[src/rtl/if_fetch_queue.sv]
// Instruction fetch unit: PC register, ROM request and a small in-order queue
// of {pc, instruction} entries feeding decode, with branch/exception redirect.
module if_fetch_queue #(
    parameter logic [31:0] RESET_PC = 32'h0000_0000,
    parameter int          QDEPTH   = 2
) (
    input  logic        clk,
    input  logic        rst,
    output logic        rom_ce_o,
    output logic [31:0] rom_addr_o,
    input  logic [31:0] rom_inst_i,
    input  logic        flush_i,
    input  logic [31:0] flush_pc_i,
    input  logic        branch_flag_i,
    input  logic [31:0] branch_target_i,
    output logic        id_valid_o,
    input  logic        id_ready_i,
    output logic [31:0] id_pc_o,
    output logic [31:0] id_inst_o
);

    localparam int PW = $clog2(QDEPTH);
    localparam logic [PW:0]   CNT_FULL = (PW + 1)'(QDEPTH);
    localparam logic [PW:0]   CNT_ONE  = (PW + 1)'(1);
    localparam logic [PW-1:0] PTR_ONE  = PW'(1);

    typedef enum logic {IDLE, FETCH} state_t;

    state_t        state_q, state_d;
    logic [31:0]   pc_q;
    logic [PW-1:0] head_q, tail_q;
    logic [PW:0]   count_q;
    logic [31:0]   pc_mem   [QDEPTH];
    logic [31:0]   inst_mem [QDEPTH];

    logic          redirect;
    logic          pop;
    logic          push;
    logic [31:0]   redirect_pc;

    always_ff @(posedge clk or negedge rst) begin
        if (!rst) begin
            state_q <= IDLE;
        end else begin
            state_q <= state_d;
        end
    end

    always_comb begin
        state_d = state_q;
        unique case (state_q)
            IDLE:    state_d = FETCH;
            FETCH:   state_d = FETCH;
            default: state_d = IDLE;
        endcase
    end

    // Redirects only count once fetching has started; flush outranks branch.
    always_comb begin
        redirect    = (state_q == FETCH) && (flush_i || branch_flag_i);
        redirect_pc = flush_i ? flush_pc_i : branch_target_i;
        id_valid_o  = (count_q != '0);
        pop         = id_valid_o && id_ready_i && !redirect;
        rom_ce_o    = (state_q == FETCH) && !redirect && ((count_q < CNT_FULL) || pop);
        push        = rom_ce_o;
        id_pc_o     = id_valid_o ? pc_mem[head_q]   : 32'h0;
        id_inst_o   = id_valid_o ? inst_mem[head_q] : 32'h0;
    end

    assign rom_addr_o = pc_q;

    always_ff @(posedge clk or negedge rst) begin
        if (!rst) begin
            pc_q    <= RESET_PC;
            head_q  <= '0;
            tail_q  <= '0;
            count_q <= '0;
        end else if (redirect) begin
            pc_q    <= {redirect_pc[31:2], 2'b00};
            head_q  <= '0;
            tail_q  <= '0;
            count_q <= '0;
        end else begin
            if (push) begin
                tail_q <= tail_q + PTR_ONE;
                pc_q   <= pc_q + 32'd4;
            end
            if (pop) begin
                head_q <= head_q + PTR_ONE;
            end
            unique case ({push, pop})
                2'b10:   count_q <= count_q + CNT_ONE;
                2'b01:   count_q <= count_q - CNT_ONE;
                default: count_q <= count_q;
            endcase
        end
    end

    // Entry storage needs no reset: count gates visibility of every slot.
    always_ff @(posedge clk) begin
        if (push) begin
            pc_mem[tail_q]   <= pc_q;
            inst_mem[tail_q] <= rom_inst_i;
        end
    end

endmodule

[config.mk]
export PLATFORM = sky130hd
export DESIGN_NAME = if_fetch_queue
export DESIGN_NICKNAME = d
export VERILOG_FILES = /design/src/rtl/if_fetch_queue.sv
export SDC_FILE = /design/constraint.sdc
export NUM_CORES = 1
export LEC_CHECK = 0
export CAP_MARGIN = 0
export CELL_PAD_IN_SITES_DETAIL_PLACEMENT = 0
export CELL_PAD_IN_SITES_GLOBAL_PLACEMENT = 1
export CORE_MARGIN = 3
export CORE_UTILIZATION = 34
export CTS_CLUSTER_DIAMETER = 80
export CTS_CLUSTER_SIZE = 40
export DETAILED_ROUTE_END_ITERATION = 6
export PLACE_DENSITY = 0.8
export SYNTH_ARGS = -nofsm -noshare
export SYNTH_HDL_FRONTEND = slang
export SYNTH_SLANG_ARGS = --single-unit
[constraint.sdc]
create_clock -name clk -period 3.8 [get_ports clk]
set_clock_uncertainty 0.2 [all_clocks]
set_input_delay 0.57 -clock clk [delete_from_list [all_inputs] [get_ports clk]]
set_output_delay 0.57 -clock clk [all_outputs]
set_load 0.005 [all_outputs]
==> Implementation_results.wiki <==
{| class="wikitable"
! Metric !! Value
|-
| Final Instance Count excl. Fillers || between 1000 and 1500
|-
| Leakage dissipation || 3.44 nW
|-
| Clock transition at the registers of the reported paths || roughly 60 ps
|-
| Router iterations before antenna repair || 4
|-
| Final worst path period share || 0.850
|-
| Max Clock Freq || 0.310 GHz
|-
| Most prevalent standard cell on the critical path || sky130_fd_sc_hd__clkdlybuf4s50_1
|-
| Inserted Clock Buffers || 17
|-
| Measured slew at the worst slew-check pin || 826 ps
|-
| Average vias per placed instance || 4.92
|-
| Pins over their slew limit || 0
|-
| Yosys top cell area share || 0.522
|-
| Clock network fraction of design power || 0.279
|-
| Largest net degree at the start of global routing || 64
|-
| Maximum clock path buffer count || 2
|-
| Total via count after detailed routing || 5012
|-
| Routed len/inst || 17.3 um
|-
| I/O Pins || 199
|-
| Net switching power || 1.56 mW
|-
| CTS tree || done
|-
| Layout cells sized above 1 || 0.0856
|-
| Max-capacitance violation count || 0
|-
| Startpoint types || input port
|-
| GRT met1 Usage || 0.191
|-
| Switching portion of total power || 0.284
|-
| Overall overflow remaining after global route || 0
|-
| Crit path max fanout || 12
|-
| Clock insertion delay at the later pin of the skew report || 420 ps
|-
| Fraction of registers with async set/reset || 0.220
|-
| Number of enable-type register cells in the synthesized netlist || 124
|-
| Slowest library cell on the worst path || sky130_fd_sc_hd__clkdlybuf4s50_1
|-
| Primary FF master, synth || sky130_fd_sc_hd__edfxtp_1
|-
| Clock sink total || 159
|-
| Post-synthesis instance area || about 7000 um2
|-
| Bufs and invs on worst path || 3
|-
| Worst Setup Slack post-DPL || 578 ps
|-
| Final RePlAce weighted congestion || ~0.78
|-
| Height of the die || 151 um
|-
| Top cells by area in the synthesized netlist || sky130_fd_sc_hd__edfxtp_1 52%, sky130_fd_sc_hd__dfrtp_1 12%, sky130_fd_sc_hd__mux2i_1 10%, sky130_fd_sc_hd__nor2_1 4.5%, sky130_fd_sc_hd__a21oi_1 1.7%
|-
| Die Wd || 151 um
|-
| Cell accounting for the most synthesized area || sky130_fd_sc_hd__edfxtp_1
|-
| Part of the Yosys area used for sequential elements || 0.644
|-
| Run status || complete, no violations
|-
| Combined global-route utilization of all metal layers || 0.154
|-
| Clock tree root buffer cell || sky130_fd_sc_hd__clkbuf_16
|-
| DRC viols || 0
|-
| Area overhead of the layout relative to synthesis || 38.6%
|-
| Sequential share of power || 0.419
|-
| Number of antenna violations at the first check in global routing || 0
|-
| Post-layout nets || about 840
|-
| Slowest stage delay, CP || 610 ps
|-
| Internal power consumption || about 3.9 mW
|-
| Finish-stage setup viols || 0
|-
| Floorplan row count || 52
|-
| Number of antenna diodes || 0
|-
| Die Outline Area || 22800 um2
|-
| Max H-tree Level || 4
|-
| Final hold violation count || 0
|-
| Required time at the worst-slack endpoint || around 3000 ps
|-
| Family of cells with the greatest summed delay on the critical path || buffers and inverters
|-
| Hold WS || 47.5 ps
|-
| Met3 track demand over resource || 0.0422
|-
| Starting density of the core || 0.349
|-
| Pwr Density || 555 nW/um2
|-
| Final Routed Wirelength || 17600 um
|-
| Slew Limit Headroom || 0.449
|-
| Hold bufs inserted after CTS || 0
|-
| Vias in the first global route || 5041
|-
| WP data arrival || 2460 ps
|-
| Cell count after synthesis || 546
|-
| Count of cell types in the netlist || 55
|-
| Setup slack of the worst register-to-register path || approximately 1500 ps
|-
| Unrepaired setup endpoints after global routing || false
|-
| Number of antenna-violating nets in the routed design || 0
|-
| Synth Area per Inst || 13.1 um2
|-
| HPWL after detailed placement || 12600 um
|-
| Minimum clock period || 3230 ps
|-
| Final TNS setup || 0 ps
|-
| Critical path class || input port to output port
|-
| Worst IR Drop VDD || a little over 300 uV
|-
| Core area || 20400 um2
|-
| Category of the worst setup path capture point || output port
|-
| Final WS setup || 569 ps
|-
| Number of DRC violations after detailed-routing iteration 0 || 201
|-
| Count of buffers from port buffering || 190
|-
| Critical path, cell by cell || clkdlybuf4s50_1 -> nand2b_1 -> nand3_2 -> inv_2 -> clkdlybuf4s50_1
|-
| Power share of the combinational group || 0.302
|-
| HP Class || input port to asynchronous set/reset pin
|-
| Overall power consumption || 5.50 mW
|-
| Post-cts sizing count || 0
|-
| Number of post-CTS setup repair buffers || 0
|-
| Yosys warnings || 0
|-
| Number of cells in the design after placement || a little under 1000
|-
| Wire length of the first global-routing pass || 27100 um
|-
| Busiest grt layer || met2
|-
| Number of synthesized register bits || about 160
|-
| Met2 capacity usage during global routing || 0.257
|}
stage by stage:
stage,area (um2),util
after CTS,9900,0.485
after global routing,9900,0.485
after floorplan,7150,-
final,9900,0.485
after detailed placement,9360,0.458
after global placement,9360,0.458
metal layers:
layer  share of wire  up-vias
li1                -     2415
met1            0.42     2407
met2            0.48      170
met3           0.081       20
met4           0.017        0
met5               0        -
worst register-to-register path, delay by kind of cell, from the launching register on:
family / cells / cell delay [ps]
buffers and inverters: 2 / 570
AND/OR/NAND/NOR: 3 / 780
flip-flops: 1 / 470
sequential cells by signal, summed over array words and instances (netlist names):
signal	cells
inst_mem	64
pc_mem	60
rom_addr_o	30
count_q	2
head_q	1
state_q	1
tail_q	1
path summary, 6_finish.rpt:
kind | from | to | cells past startpoint
worst min-delay path | rst | rom_addr_o[4] | 1
worst min register to register | rom_addr_o[10] | pc_mem[0][10] | 0
min in group clk | rom_addr_o[10] | pc_mem[0][10] | 0
max in group asynchronous | rst | head_q | 1
worst max register to register | count_q[1] | inst_mem[1][2] | 5
worst max-delay path | id_ready_i | rom_ce_o | 5
cell families after synthesis:
kind of cell             Yosys count  share of synthesized area
AND/OR/NAND/NOR                  175                      0.123
other                              2                    0.00105
AO/OA/AOI/OAI                     79                     0.0752
multiplexers                      80                      0.113
flip-flops                       159                      0.644
buffers and inverters             39                     0.0275
adder cells (fa/ha/maj)            1                    0.00175
XOR/XNOR                          11                     0.0135
power groups by stage:
stage / Sequential (mW) / Clock [mW] / Combinational, mW
finish: 2.30 / 1.53 / 1.66
CTS: 2.31 / 1.56 / 1.69
detailed placement: 2.35 / 0 / 1.69
floorplan: 2.20 / 0 / 0.849
global placement: 2.33 / 0 / 1.66
global route: 2.34 / 1.64 / 1.81
layout by cell type, fill, tap and decap left out, types with 5 or more instances in the layout:
cell type / n
sky130_fd_sc_hd__xor2_1: 5
sky130_fd_sc_hd__dfrtp_1: 34
sky130_fd_sc_hd__clkbuf_16: 17
sky130_fd_sc_hd__nand3_1: 9
sky130_fd_sc_hd__o22ai_1: 9
sky130_fd_sc_hd__clkbuf_1: 5
sky130_fd_sc_hd__xnor2_1: 6
sky130_fd_sc_hd__a31oi_1: 5
sky130_fd_sc_hd__a211oi_1: 11
sky130_fd_sc_hd__a311oi_1: 6
sky130_fd_sc_hd__conb_1: 5
sky130_fd_sc_hd__nand4_1: 8
sky130_fd_sc_hd__nor2b_1: 12
sky130_fd_sc_hd__o21ai_0: 8
sky130_fd_sc_hd__nor3_1: 5
sky130_fd_sc_hd__nor2_1: 84
sky130_fd_sc_hd__nand2_1: 20
sky130_fd_sc_hd__edfxtp_1: 124
sky130_fd_sc_hd__a21oi_1: 24
sky130_fd_sc_hd__mux2_2: 7
sky130_fd_sc_hd__mux2i_1: 73
sky130_fd_sc_hd__buf_4: 7
sky130_fd_sc_hd__and3_1: 9
sky130_fd_sc_hd__clkdlybuf4s50_1: 188
cell usage after synthesis, drive strengths merged, types with 3 or more instances:
cell    count
nor2       86
mux2i      73
o21ai       9
buf        22
and3        9
a211oi     12
inv         5
o31ai       3
nor2b      12
o22ai       9
xor2        5
xnor2       6
a311oi      6
and4        4
and2        5
nand2      21
a21oi      25
nor3        8
nand3      11
nor4        4
nand4       9
a31oi       5
dfrtp      35
clkbuf     12
edfxtp    124
mux2        7
layout make-up:
class | count | area [um2]
clock inverter | 10 | 90.1
tap | 270 | 338
clock buffer | 22 | 444
fill | 1844 | 10500
multi-input combinational | 351 | 2380
sequential | 159 | 4600
timing repair buffer | 201 | 2020
inverter | 5 | 18.8
Power figures use the tool's default switching activity.
